[src/rtl/mmio_pkg.sv]
// Shared constants for the MMIO timer peripheral: register offsets, TCON bit
// positions and address-window helpers.
package mmio_pkg;

  localparam int DATA_W = 32;
  localparam int OFF_W  = 8;
  localparam int LED_W  = 8;
  localparam int SW_W   = 8;
  localparam int DIGI_W = 12;

  localparam logic [DATA_W-1:0] WINDOW_MASK = 32'hFFFF_FF00;
  localparam logic [OFF_W-1:0]  WORD_MASK   = 8'hFC;

  localparam logic [OFF_W-1:0] OFF_TH      = 8'h00;
  localparam logic [OFF_W-1:0] OFF_TL      = 8'h04;
  localparam logic [OFF_W-1:0] OFF_TCON    = 8'h08;
  localparam logic [OFF_W-1:0] OFF_LED     = 8'h0C;
  localparam logic [OFF_W-1:0] OFF_SWITCH  = 8'h10;
  localparam logic [OFF_W-1:0] OFF_DIGI    = 8'h14;
  localparam logic [OFF_W-1:0] OFF_SYSTICK = 8'h18;

  localparam int TCON_EN = 0;
  localparam int TCON_IE = 1;
  localparam int TCON_IS = 2;

  function automatic logic window_hit(input logic [DATA_W-1:0] addr,
                                      input logic [DATA_W-1:0] base);
    return (addr & WINDOW_MASK) == (base & WINDOW_MASK);
  endfunction

endpackage

[src/rtl/mmio_interval_timer.sv]
// Reloadable 32-bit interval timer (TH reload, TL count, TCON control/status)
// with a bus-write side port; bus writes take priority over counting.
module mmio_interval_timer
  import mmio_pkg::*;
#(
  parameter logic [DATA_W-1:0] TH_RESET = 32'h0000_0000,
  parameter logic [DATA_W-1:0] TL_RESET = 32'h0000_0000
) (
  input  logic              clk,
  input  logic              reset,
  input  logic              wr_th,
  input  logic              wr_tl,
  input  logic              wr_tcon,
  input  logic [DATA_W-1:0] write_data,
  output logic [DATA_W-1:0] th,
  output logic [DATA_W-1:0] tl,
  output logic [2:0]        tcon,
  output logic              irqout
);

  logic [DATA_W-1:0] th_q;
  logic [DATA_W-1:0] tl_q;
  logic              en_q;
  logic              ie_q;
  logic              is_q;
  logic              ovf;
  logic              ovf_set;

  assign ovf     = en_q && (tl_q == '1);
  assign ovf_set = ovf && ie_q;

  // An overflow in the same cycle as a TCON write is ORed into the new status
  // so software can never clear an interrupt it has not yet seen.
  always_ff @(posedge clk or posedge reset) begin
    if (reset) begin
      th_q <= TH_RESET;
      tl_q <= TL_RESET;
      en_q <= 1'b0;
      ie_q <= 1'b0;
      is_q <= 1'b0;
    end else begin
      if (wr_th) th_q <= write_data;

      if (wr_tl)      tl_q <= write_data;
      else if (ovf)   tl_q <= th_q;
      else if (en_q)  tl_q <= tl_q + 1'b1;

      if (wr_tcon) begin
        en_q <= write_data[TCON_EN];
        ie_q <= write_data[TCON_IE];
        is_q <= write_data[TCON_IS] | ovf_set;
      end else if (ovf_set) begin
        is_q <= 1'b1;
      end
    end
  end

  assign th     = th_q;
  assign tl     = tl_q;
  assign tcon   = {is_q, ie_q, en_q};
  assign irqout = is_q & ie_q;

endmodule

[src/rtl/mmio_timer_peripheral.sv]
// MMIO slave: address decode, LED/DIGI registers, switch synchronizer, read mux
// and interval timer. Define MMIO_SYSTICK_EN to add the free-running SYSTICK.
module mmio_timer_peripheral
  import mmio_pkg::*;
#(
  parameter logic [DATA_W-1:0] BASE_ADDR = 32'h4000_0000,
  parameter logic [DATA_W-1:0] TH_RESET  = 32'h0000_0000,
  parameter logic [DATA_W-1:0] TL_RESET  = 32'h0000_0000
) (
  input  logic              clk,
  input  logic              reset,
  input  logic [DATA_W-1:0] address,
  input  logic [DATA_W-1:0] write_data,
  input  logic              mem_read,
  input  logic              mem_write,
  output logic [DATA_W-1:0] read_data,
  input  logic [SW_W-1:0]   switch,
  output logic [LED_W-1:0]  led,
  output logic [DIGI_W-1:0] digi,
  output logic              irqout
);

  logic              hit;
  logic [OFF_W-1:0]  off;
  logic              wr;
  logic [DATA_W-1:0] th;
  logic [DATA_W-1:0] tl;
  logic [2:0]        tcon;
  logic [SW_W-1:0]   sw_p0;
  logic [SW_W-1:0]   sw_p1;

  assign hit = window_hit(address, BASE_ADDR);
  assign off = address[OFF_W-1:0] & WORD_MASK;
  assign wr  = mem_write && hit;

  mmio_interval_timer #(
    .TH_RESET(TH_RESET),
    .TL_RESET(TL_RESET)
  ) u_timer (
    .clk       (clk),
    .reset     (reset),
    .wr_th     (wr && (off == OFF_TH)),
    .wr_tl     (wr && (off == OFF_TL)),
    .wr_tcon   (wr && (off == OFF_TCON)),
    .write_data(write_data),
    .th        (th),
    .tl        (tl),
    .tcon      (tcon),
    .irqout    (irqout)
  );

  always_ff @(posedge clk or posedge reset) begin
    if (reset) begin
      led  <= '0;
      digi <= '0;
    end else begin
      if (wr && (off == OFF_LED))  led  <= write_data[LED_W-1:0];
      if (wr && (off == OFF_DIGI)) digi <= write_data[DIGI_W-1:0];
    end
  end

  // Two-flop synchronizer stages for the asynchronous board switches
  always_ff @(posedge clk or posedge reset) begin
    if (reset) begin
      sw_p0 <= '0;
      sw_p1 <= '0;
    end else begin
      sw_p0 <= switch;
      sw_p1 <= sw_p0;
    end
  end

`ifdef MMIO_SYSTICK_EN
  logic [DATA_W-1:0] systick;

  always_ff @(posedge clk or posedge reset) begin
    if (reset) systick <= '0;
    else       systick <= systick + 1'b1;
  end
`endif

  always_comb begin
    read_data = '0;
    if (mem_read && hit) begin
      case (off)
        OFF_TH:      read_data = th;
        OFF_TL:      read_data = tl;
        OFF_TCON:    read_data = {{(DATA_W-3){1'b0}}, tcon};
        OFF_LED:     read_data = {{(DATA_W-LED_W){1'b0}}, led};
        OFF_SWITCH:  read_data = {{(DATA_W-SW_W){1'b0}}, sw_p1};
        OFF_DIGI:    read_data = {{(DATA_W-DIGI_W){1'b0}}, digi};
`ifdef MMIO_SYSTICK_EN
        OFF_SYSTICK: read_data = systick;
`endif
        default:     read_data = '0;
      endcase
    end
  end

endmodule

[config.mk]
export PLATFORM = sky130hd
export DESIGN_NAME = mmio_timer_peripheral
export DESIGN_NICKNAME = d
export VERILOG_FILES = /design/src/rtl/mmio_pkg.sv /design/src/rtl/mmio_interval_timer.sv /design/src/rtl/mmio_timer_peripheral.sv
export SDC_FILE = /design/constraint.sdc
export NUM_CORES = 1
export LEC_CHECK = 0
export ABC_AREA = 0
export CAP_MARGIN = 20
export CORE_AREA = 4 4 168 89
export CTS_CLUSTER_DIAMETER = 50
export DETAILED_ROUTE_END_ITERATION = 6
export DIE_AREA = 0 0 172 93
export DONT_BUFFER_PORTS = 1
export PLACE_DENSITY = 0.56
export RECOVER_POWER = 50
export SLEW_MARGIN = 20
export SYNTH_ARGS = -nofsm -noshare
export SYNTH_HDL_FRONTEND = slang
export SYNTH_SLANG_ARGS = --single-unit
[constraint.sdc]
create_clock -name clk -period 3.6 [get_ports clk]
set_input_delay 0.54 -clock clk [delete_from_list [all_inputs] [get_ports clk]]
set_output_delay 0.54 -clock clk [all_outputs]
set_load 0.02 [all_outputs]
==> results of run 1 <==
[synthesized netlist by cell type (2+ instances only)]
library cell and n:
xnor2_1 10, and2_1 7, and3_1 4, buf_4 7, buf_2 15, nand2_1 42
nand4_4 2, a21o_1 4, a211oi_1 5, or2_0 2, a22o_1 7, clkbuf_1 14
nor4_2 3, mux2_1 10, dfrtp_1 103, or3_1 2, o21ai_1 10, nor2b_1 3
buf_6 6, o211ai_1 2, mux2i_1 15, a41oi_1 2, nor2_1 46, nand3_1 17
nor4_1 20, nand4_1 16, o21ai_0 16, o31a_1 5, nor4_4 2, nor3_1 26
a21oi_1 20, and4_1 8, mux2_2 53, a31oi_1 11, a22oi_1 31, o31ai_2 2
o21a_1 2, o31ai_1 5, inv_1 17, o32ai_1 5
[stage by stage]
stage / hold WS [ns] / instances
finish: 0.210 / 784
global route: 0.186 / 784
CTS: 0.197 / 784
detailed placement: 0.336 / 768
global placement: 0.334 / 768
floorplan: 0.331 / 593
[placed cells by master, fill, tap and decap left out, types with 4 or more instances in the layout]
master,netlist,layout
nor2_1,46,46
and4_1,8,8
nand4_1,16,16
and2_1,7,7
nand3_1,17,17
o21ai_0,16,16
a21o_1,4,4
a21oi_1,20,20
clkbuf_16,0,9
a22oi_1,31,31
dfrtp_1,103,103
o21ai_1,10,10
a211oi_1,5,5
a31oi_1,11,11
a22o_1,7,7
buf_4,7,39
inv_1,17,17
o31ai_1,5,5
o31a_1,5,5
nor4_1,20,20
xnor2_1,10,10
mux2_2,53,53
mux2i_1,15,15
o32ai_1,5,5
nand2_1,42,42
mux2_1,10,10
and3_1,4,4
nor3_1,26,26
[registers in the layout, indices dropped and copies added, names as in the netlist]
signal	count
u_timer.th	32
u_timer.tl	32
digi	12
led	8
sw_p0	8
sw_p1	8
u_timer.en_q	1
u_timer.ie_q	1
u_timer.is_q	1
[where the power goes]
group | switching, W | internal (W) | total [W]
logic | 0.0000381 | 0.0000200 | 0.0000581
registers | 0.00000244 | 0.00116 | 0.00117
clock network | 0.000475 | 0.000568 | 0.00104
total | 0.000515 | 0.00175 | 0.00227
[metal layers]
metal	track usage	wire [µm]	share of wire	vias to the layer above
met4	0.0634	314	0.018	0
li1	-	-	-	2232
met2	0.318	7510	0.44	175
met3	0.0600	1280	0.074	26
met1	0.325	8110	0.47	2420
met5	0	0	0	-
[kinds of logic after synthesis]
kind of cell,Yosys count
AO/OA/AOI/OAI,132
XOR/XNOR,11
adder cells (fa/ha/maj),1
buffers and inverters,60
flip-flops,103
multiplexers,78
AND/OR/NAND/NOR,208
[cell type report]
| class | instances | area [µm²] | share of cell area |
|---|---|---|---|
| flip-flops and latches | 103 | 2580 | 0.393 |
| repair buffers | 42 | 353 | 0.0538 |
| well taps | 176 | 220 | 0.0336 |
| clock buffers | 10 | 239 | 0.0364 |
| inverters | 17 | 63.8 | 0.00973 |
| multi-input cells | 430 | 3030 | 0.462 |
| clock inverters | 6 | 72.6 | 0.0111 |
[how the worst min path moves through the flow]
| stage | from | end | depth (start not counted) |
|---|---|---|---|
| CTS | switch[5] | sw_p0[5] | 0 |
| floorplan | sw_p0[0] | sw_p1[0] | 0 |
| detailed placement | sw_p0[1] | sw_p1[1] | 0 |
| finish | switch[1] | sw_p0[1] | 0 |
| global route | switch[6] | sw_p0[6] | 0 |
| global placement | sw_p0[4] | sw_p1[4] | 0 |
==> summary.txt, run 1 <==
Run status
  • Status: finished with violations
  • Violated checks: capacitance limit, slew limit

STA
  • Relative slew slack: -0.669
  • Slew @ Worst Pin: 2.50 ns
  • Skew final: 0.00902 ns
  • Setup TNS Final: 0 ns
  • RSZ-0062 raised after global routing: false
  • Minimum clock period: 2.97 ns
  • Max Freq: 337 MHz
  • Fin worst setup slack: 0.633 ns
  • Part of the cycle the worst path needs: 0.824
  • Final hold violation count: 0
  • Final setup vio count: 0
  • Max-slew violations: 61

Placed design
  • Placer Congestion: 0.821
  • Number of port buffers: 0
  • Final HPWL from detailed placement: 11.7 mm
  • Post-DP Area: 0.00625 mm²
  • Worst slack at placement: 0.600 ns

Clock tree
  • Hold bufs inserted after CTS: 0
  • Reg clk slew, reported paths: 0.07 ns
  • CTS resizes: 0
  • Longest Clk Path Bufs: 2
  • Sink Count: 103
  • CTS tree: done
  • Clock latency on the worst-skew pair: 0.35 ns
  • Post-CTS Setup Bufs: 0
  • H-tree depth: 3
  • Root buffer cell: clkbuf_16
  • TritonCTS Buffers: 9

Setup path
  • Crit. path cell count: 6
  • Origin of the critical flop-to-flop path: u_timer.en_q
  • Reg-to-reg endpoint: u_timer.tl[16]
  • R2r worst-path depth: 5
  • CP endpoint kind: primary output
  • Crit-path max cell delay: 0.54 ns
  • Critical-path cell list: nor4_4 > nand2_2 > or3_1 > a211o_2 > a21oi_1 > buf_4
  • Reg-to-reg slack, setup: 1.03 ns
  • CP endpoint: read_data[6]
  • Critical path buffers and inverters: 1
  • Family with the most delay on the worst path: simple AND/OR/NAND/NOR gates
  • CP Launch Point: address[13]
  • Master of the slowest instance on the critical path: a211o_2
  • Arrival time of the worst setup path: 2.43 ns
  • Peak fanout along the critical path: 25
  • Crit start category: input port
  • Required @ worst endpoint: 3.06 ns
  • Critical path class: input port to primary output

Synthesis
  • Synth Area in XOR/XNOR: 0.0163
  • Synth top area cells: dfrtp_1, mux2_2, a22oi_1, nor2_1, nand2_1
  • Seq cells post-synth: 103
  • Synth unique cells: 56
  • Main flop type after synthesis: dfrtp_1
  • Top cell type by total area after synthesis: dfrtp_1
  • Synth Instances: 593
  • Area share of the largest cell type after synthesis: 0.436
  • Synthesized area per cell: 9.98 µm²
  • Synth Area in Compound Gates: 0.154
  • Ys async rst share: 1.00
  • Synth Net Count: 670
  • Post-synth EDFFs: 0
  • Largest family of logic cells by synthesized area: simple AND/OR/NAND/NOR gates
  • Mapped cell area: 0.00592 mm²
  • Post-synthesis sequential area ratio: 0.436
  • Mux cell area share after synthesis: 0.145
  • Post-synthesis simple-gate area fraction: 0.193
  • Adder-cell share of the synthesized area: 0.00211
  • YS warnings: 0

Die
  • Core box area: 0.0134 mm²
  • Die width: 172 µm
  • Floorplan row count: 30
  • Initial Util: 0.443
  • Die height: 93 µm
  • I/O pin count: 129
  • Die area: 0.0160 mm²

Drt
  • Vias: 4853
  • Routed vias/inst: 6.19
  • Post-Route WL: 17.2 mm
  • Routed wire length per instance: 22.0 µm
  • DRT iter0 DRCs: 476
  • Routed Antenna Nets: 0
  • DRC viols: 0
  • Detailed Routing Iterations Pass 1: 5

Global routing
  • Initial antenna violation count: 0
  • First-pass GRT wire length: 27.6 mm
  • GRT Overall Usage: 0.221
  • Largest net degree at the start of global routing: 62
  • Vias in the first global route: 4865
  • Total congestion overflow: 0

Finish
  • Ratio of cells with drive above 1 in the final layout: 0.209
  • Cell area after layout: 0.00656 mm²
  • Antenna diodes: 0
  • # nets final: 680
  • P&R area growth vs syn: 10.8%
  • Post-layout util: 0.491
  • FILL cells: 1302

Power
  • Peak supply drop: 0.219 mV
  • Pleak: 2.72 nW
  • Design Power: 0.00227 W
  • Power Density: 346 mW/mm²

Worst hold path
  • Hold WC Path Type: input port to flop

Job
  • Max Cap Violations: 1
Note: power is estimated with default switching activity, not from simulation.
==> inputs of run 2 (changes only) <==
==> constraint.sdc (replaced) <==
create_clock -name clk -period 2.9 [get_ports clk]
set_input_delay 0.435 -clock clk [delete_from_list [all_inputs] [get_ports clk]]
set_output_delay 0.435 -clock clk [all_outputs]
set_load 0.02 [all_outputs]
==> summary.txt, run 2 (synthesis gave the netlist of run 1 again) <==
Run status
  • Status: finished, final reports clean (was finished with violations)

STA
  • RSZ-0062 raised after global routing: false (unchanged)
  • Fin worst setup slack: 0.214 ns (was 0.633 ns)
  • Slew @ Worst Pin: 1.17 ns (was 2.50 ns)
  • Max Freq: 372 MHz
  • Final hold violation count: 0 (unchanged)
  • Part of the cycle the worst path needs: 0.926
  • Minimum clock period: 2.69 ns
  • Max-slew violations: 0 (was 61)
  • Relative slew slack: 0.219 (was -0.669)
  • Final setup vio count: 0 (unchanged)
  • Skew final: 0.00742 ns (was 0.00902 ns)
  • Setup TNS Final: 0 ns (unchanged)

Clock tree
  • H-tree depth: 3 (unchanged)
  • CTS tree: done (unchanged)
  • Sink Count: 103 (unchanged)
  • Reg clk slew, reported paths: 0.07 ns (about the same)
  • Root buffer cell: clkbuf_16 (unchanged)
  • Clock latency on the worst-skew pair: 0.35 ns (about the same)
  • Post-CTS Setup Bufs: 0 (unchanged)
  • TritonCTS Buffers: 9 (unchanged)
  • Longest Clk Path Bufs: 2 (unchanged)

Finish
  • Layout Cells excl Fill: 800 (was 784)
  • Ratio of cells with drive above 1 in the final layout: 0.228 (was 0.209)
  • Most common cell after layout, fill and taps aside: dfrtp_1 (unchanged)
  • # nets final: 696 (was 680)
  • Multi-input logic area: 0.00304 mm² (was 0.00303 mm²)
  • FILL cells: 1239 (was 1302)
  • Antenna diodes: 0 (unchanged)
  • Commonest cells after routing, fill and taps aside: dfrtp_1, buf_4, mux2_2 (was dfrtp_1, mux2_2, nor2_1)
  • Sequential cell area: 0.00258 mm² (unchanged)
  • P&R area growth vs syn: 11.9% (was 10.8%)

Power
  • Logic pwr share: 0.026 (about the same)
  • Pleak: 2.77 nW (was 2.72 nW)
  • Switch share: 0.236 (was 0.227)
  • Peak supply drop: 0.311 mV (was 0.219 mV)
  • Power Density: 409 mW/mm² (was 346 mW/mm²)
  • Reg power frac: 0.535 (was 0.515)
  • Int Pwr: 0.00207 W (was 0.00175 W)
  • Clock power share: 0.438 (was 0.460)
  • P_sw: 0.000640 W (was 0.000515 W)

Global routing
  • Initial antenna violation count: 0 (unchanged)
  • Vias in the first global route: 4863 (was 4865)
  • Largest net degree at the start of global routing: 81 (was 62)
  • First-pass GRT wire length: 27.7 mm (was 27.6 mm)
  • GR met3 Demand/Resource: 0.0557 (was 0.0600)
  • Busiest grt layer: met2 (was met1)
  • GRT Overall Usage: 0.221 (about the same)
  • Total congestion overflow: 0 (unchanged)
  • M2 GR Usage: 0.331 (was 0.318)
  • GR Util met1: 0.324 (was 0.325)

Placed design
  • Number of port buffers: 0 (unchanged)
  • Final HPWL from detailed placement: 12.1 mm (was 11.7 mm)
  • Placer Congestion: 0.840 (was 0.821)
  • Placed cells: 783 (was 768)
  • Worst slack at placement: 0.128 ns (was 0.600 ns)

Drt
  • Detailed Routing Iterations Pass 1: 5 (unchanged)
  • DRC viols: 0 (unchanged)
  • Routed vias/inst: 6.19 (about the same)
  • Routed Antenna Nets: 0 (unchanged)
  • Post-Route WL: 17.5 mm (was 17.2 mm)
  • Vias: 4953 (was 4853)
  • Routed wire length per instance: 21.9 µm (was 22.0 µm)
  • DRT iter0 DRCs: 501 (was 476)

Setup path
  • Arrival time of the worst setup path: 2.25 ns (was 2.43 ns)
  • Critical-path cell list: nor4_1 > nand4_1 > or3_1 > a211o_4 > a21oi_1 > buf_4 (was nor4_4 > nand2_2 > or3_1 > a211o_2 > a21oi_1 > buf_4)
  • Family with the most delay on the worst path: simple AND/OR/NAND/NOR gates (unchanged)
  • Peak fanout along the critical path: 25 (unchanged)
  • Crit-path max cell delay: 0.47 ns (was 0.54 ns)
  • Critical path class: input port to primary output (unchanged)
  • Crit start category: input port (unchanged)
  • Critical path buffers and inverters: 1 (unchanged)
  • Master of the slowest instance on the critical path: or3_1 (was a211o_2)
  • Required @ worst endpoint: 2.47 ns (was 3.06 ns)
  • CP endpoint kind: primary output (unchanged)

Die
  • Floorplan row count: 30 (unchanged)
  • I/O pin count: 129 (unchanged)
  • Core box area: 0.0134 mm² (unchanged)
  • Die area: 0.0160 mm² (unchanged)
  • Die width: 172 µm (unchanged)
  • Initial Util: 0.443 (unchanged)
  • Die height: 93 µm (unchanged)

Worst hold path
  • Hold WC Path Type: input port to flop (unchanged)

Job
  • Max Cap Violations: 0 (was 1)
==> run 2: stage by stage <==
stage               hold WS (ns)  cell area [µm²]  power (W)  utilization
floorplan                  0.331             5920    0.00154            -
global placement           0.333             6340    0.00155        0.474
detailed placement         0.335             6340    0.00155        0.474
CTS                       0.0933             6630    0.00274        0.496
global route              0.0834             6620    0.00280        0.496
finish                     0.106             6620    0.00271        0.496
==> run 2: worst paths after layout <==
check                               startpoint              to  slack [ns]  cells past startpoint
worst max-delay path               address[21]    read_data[6]        0.21                      6
worst min-delay path                 switch[4]        sw_p0[4]        0.11                      0
worst max register to register  u_timer.tl[24]  u_timer.tl[11]        0.56                      6
worst min register to register        sw_p0[3]        sw_p1[3]        0.35                      0
max in group asynchronous                reset  u_timer.th[19]        0.47                      3
min in group asynchronous                reset         digi[3]        0.71                      2
==> run 2: per-layer routing <==
metal,share of wire,vias to the layer above
met1,0.47,2464
met2,0.44,208
met3,0.085,17
met5,0,-
li1,-,2264
met4,0.0081,0
==> run 2: power groups by stage <==
stage                     Clock, W  Combinational [W]  Sequential, W
final                      0.00119          0.0000711        0.00145
after global routing       0.00127          0.0000805        0.00145
after CTS                  0.00122          0.0000761        0.00145
after detailed placement         0          0.0000745        0.00148
after global placement           0          0.0000738        0.00148
after floorplan                  0          0.0000623        0.00148
==> run 2: worst register-to-register path, cell delays in order (launching register included) <==
cell	delay, ns
dfrtp_1	0.47
nand4_1	0.32
nor3_2	0.52
and4_1	0.29
buf_4	0.29
mux2i_1	0.24
o211ai_1	0.09
==> run 2: final cells by class <==
type,count,area share
well taps,176,0.0333
repair buffers,58,0.0661
flip-flops and latches,103,0.389
clock inverters,6,0.00775
multi-input cells,430,0.459
inverters,17,0.00983
clock buffers,10,0.0346
==> run 2: what timing repair did <==
item | in CTS | in global routing
resized for setup | 0 | 1
endpoints found under the hold margin | 23 | 0
hold buffers | 1 | 0
setup endpoints to repair | 0 | 4
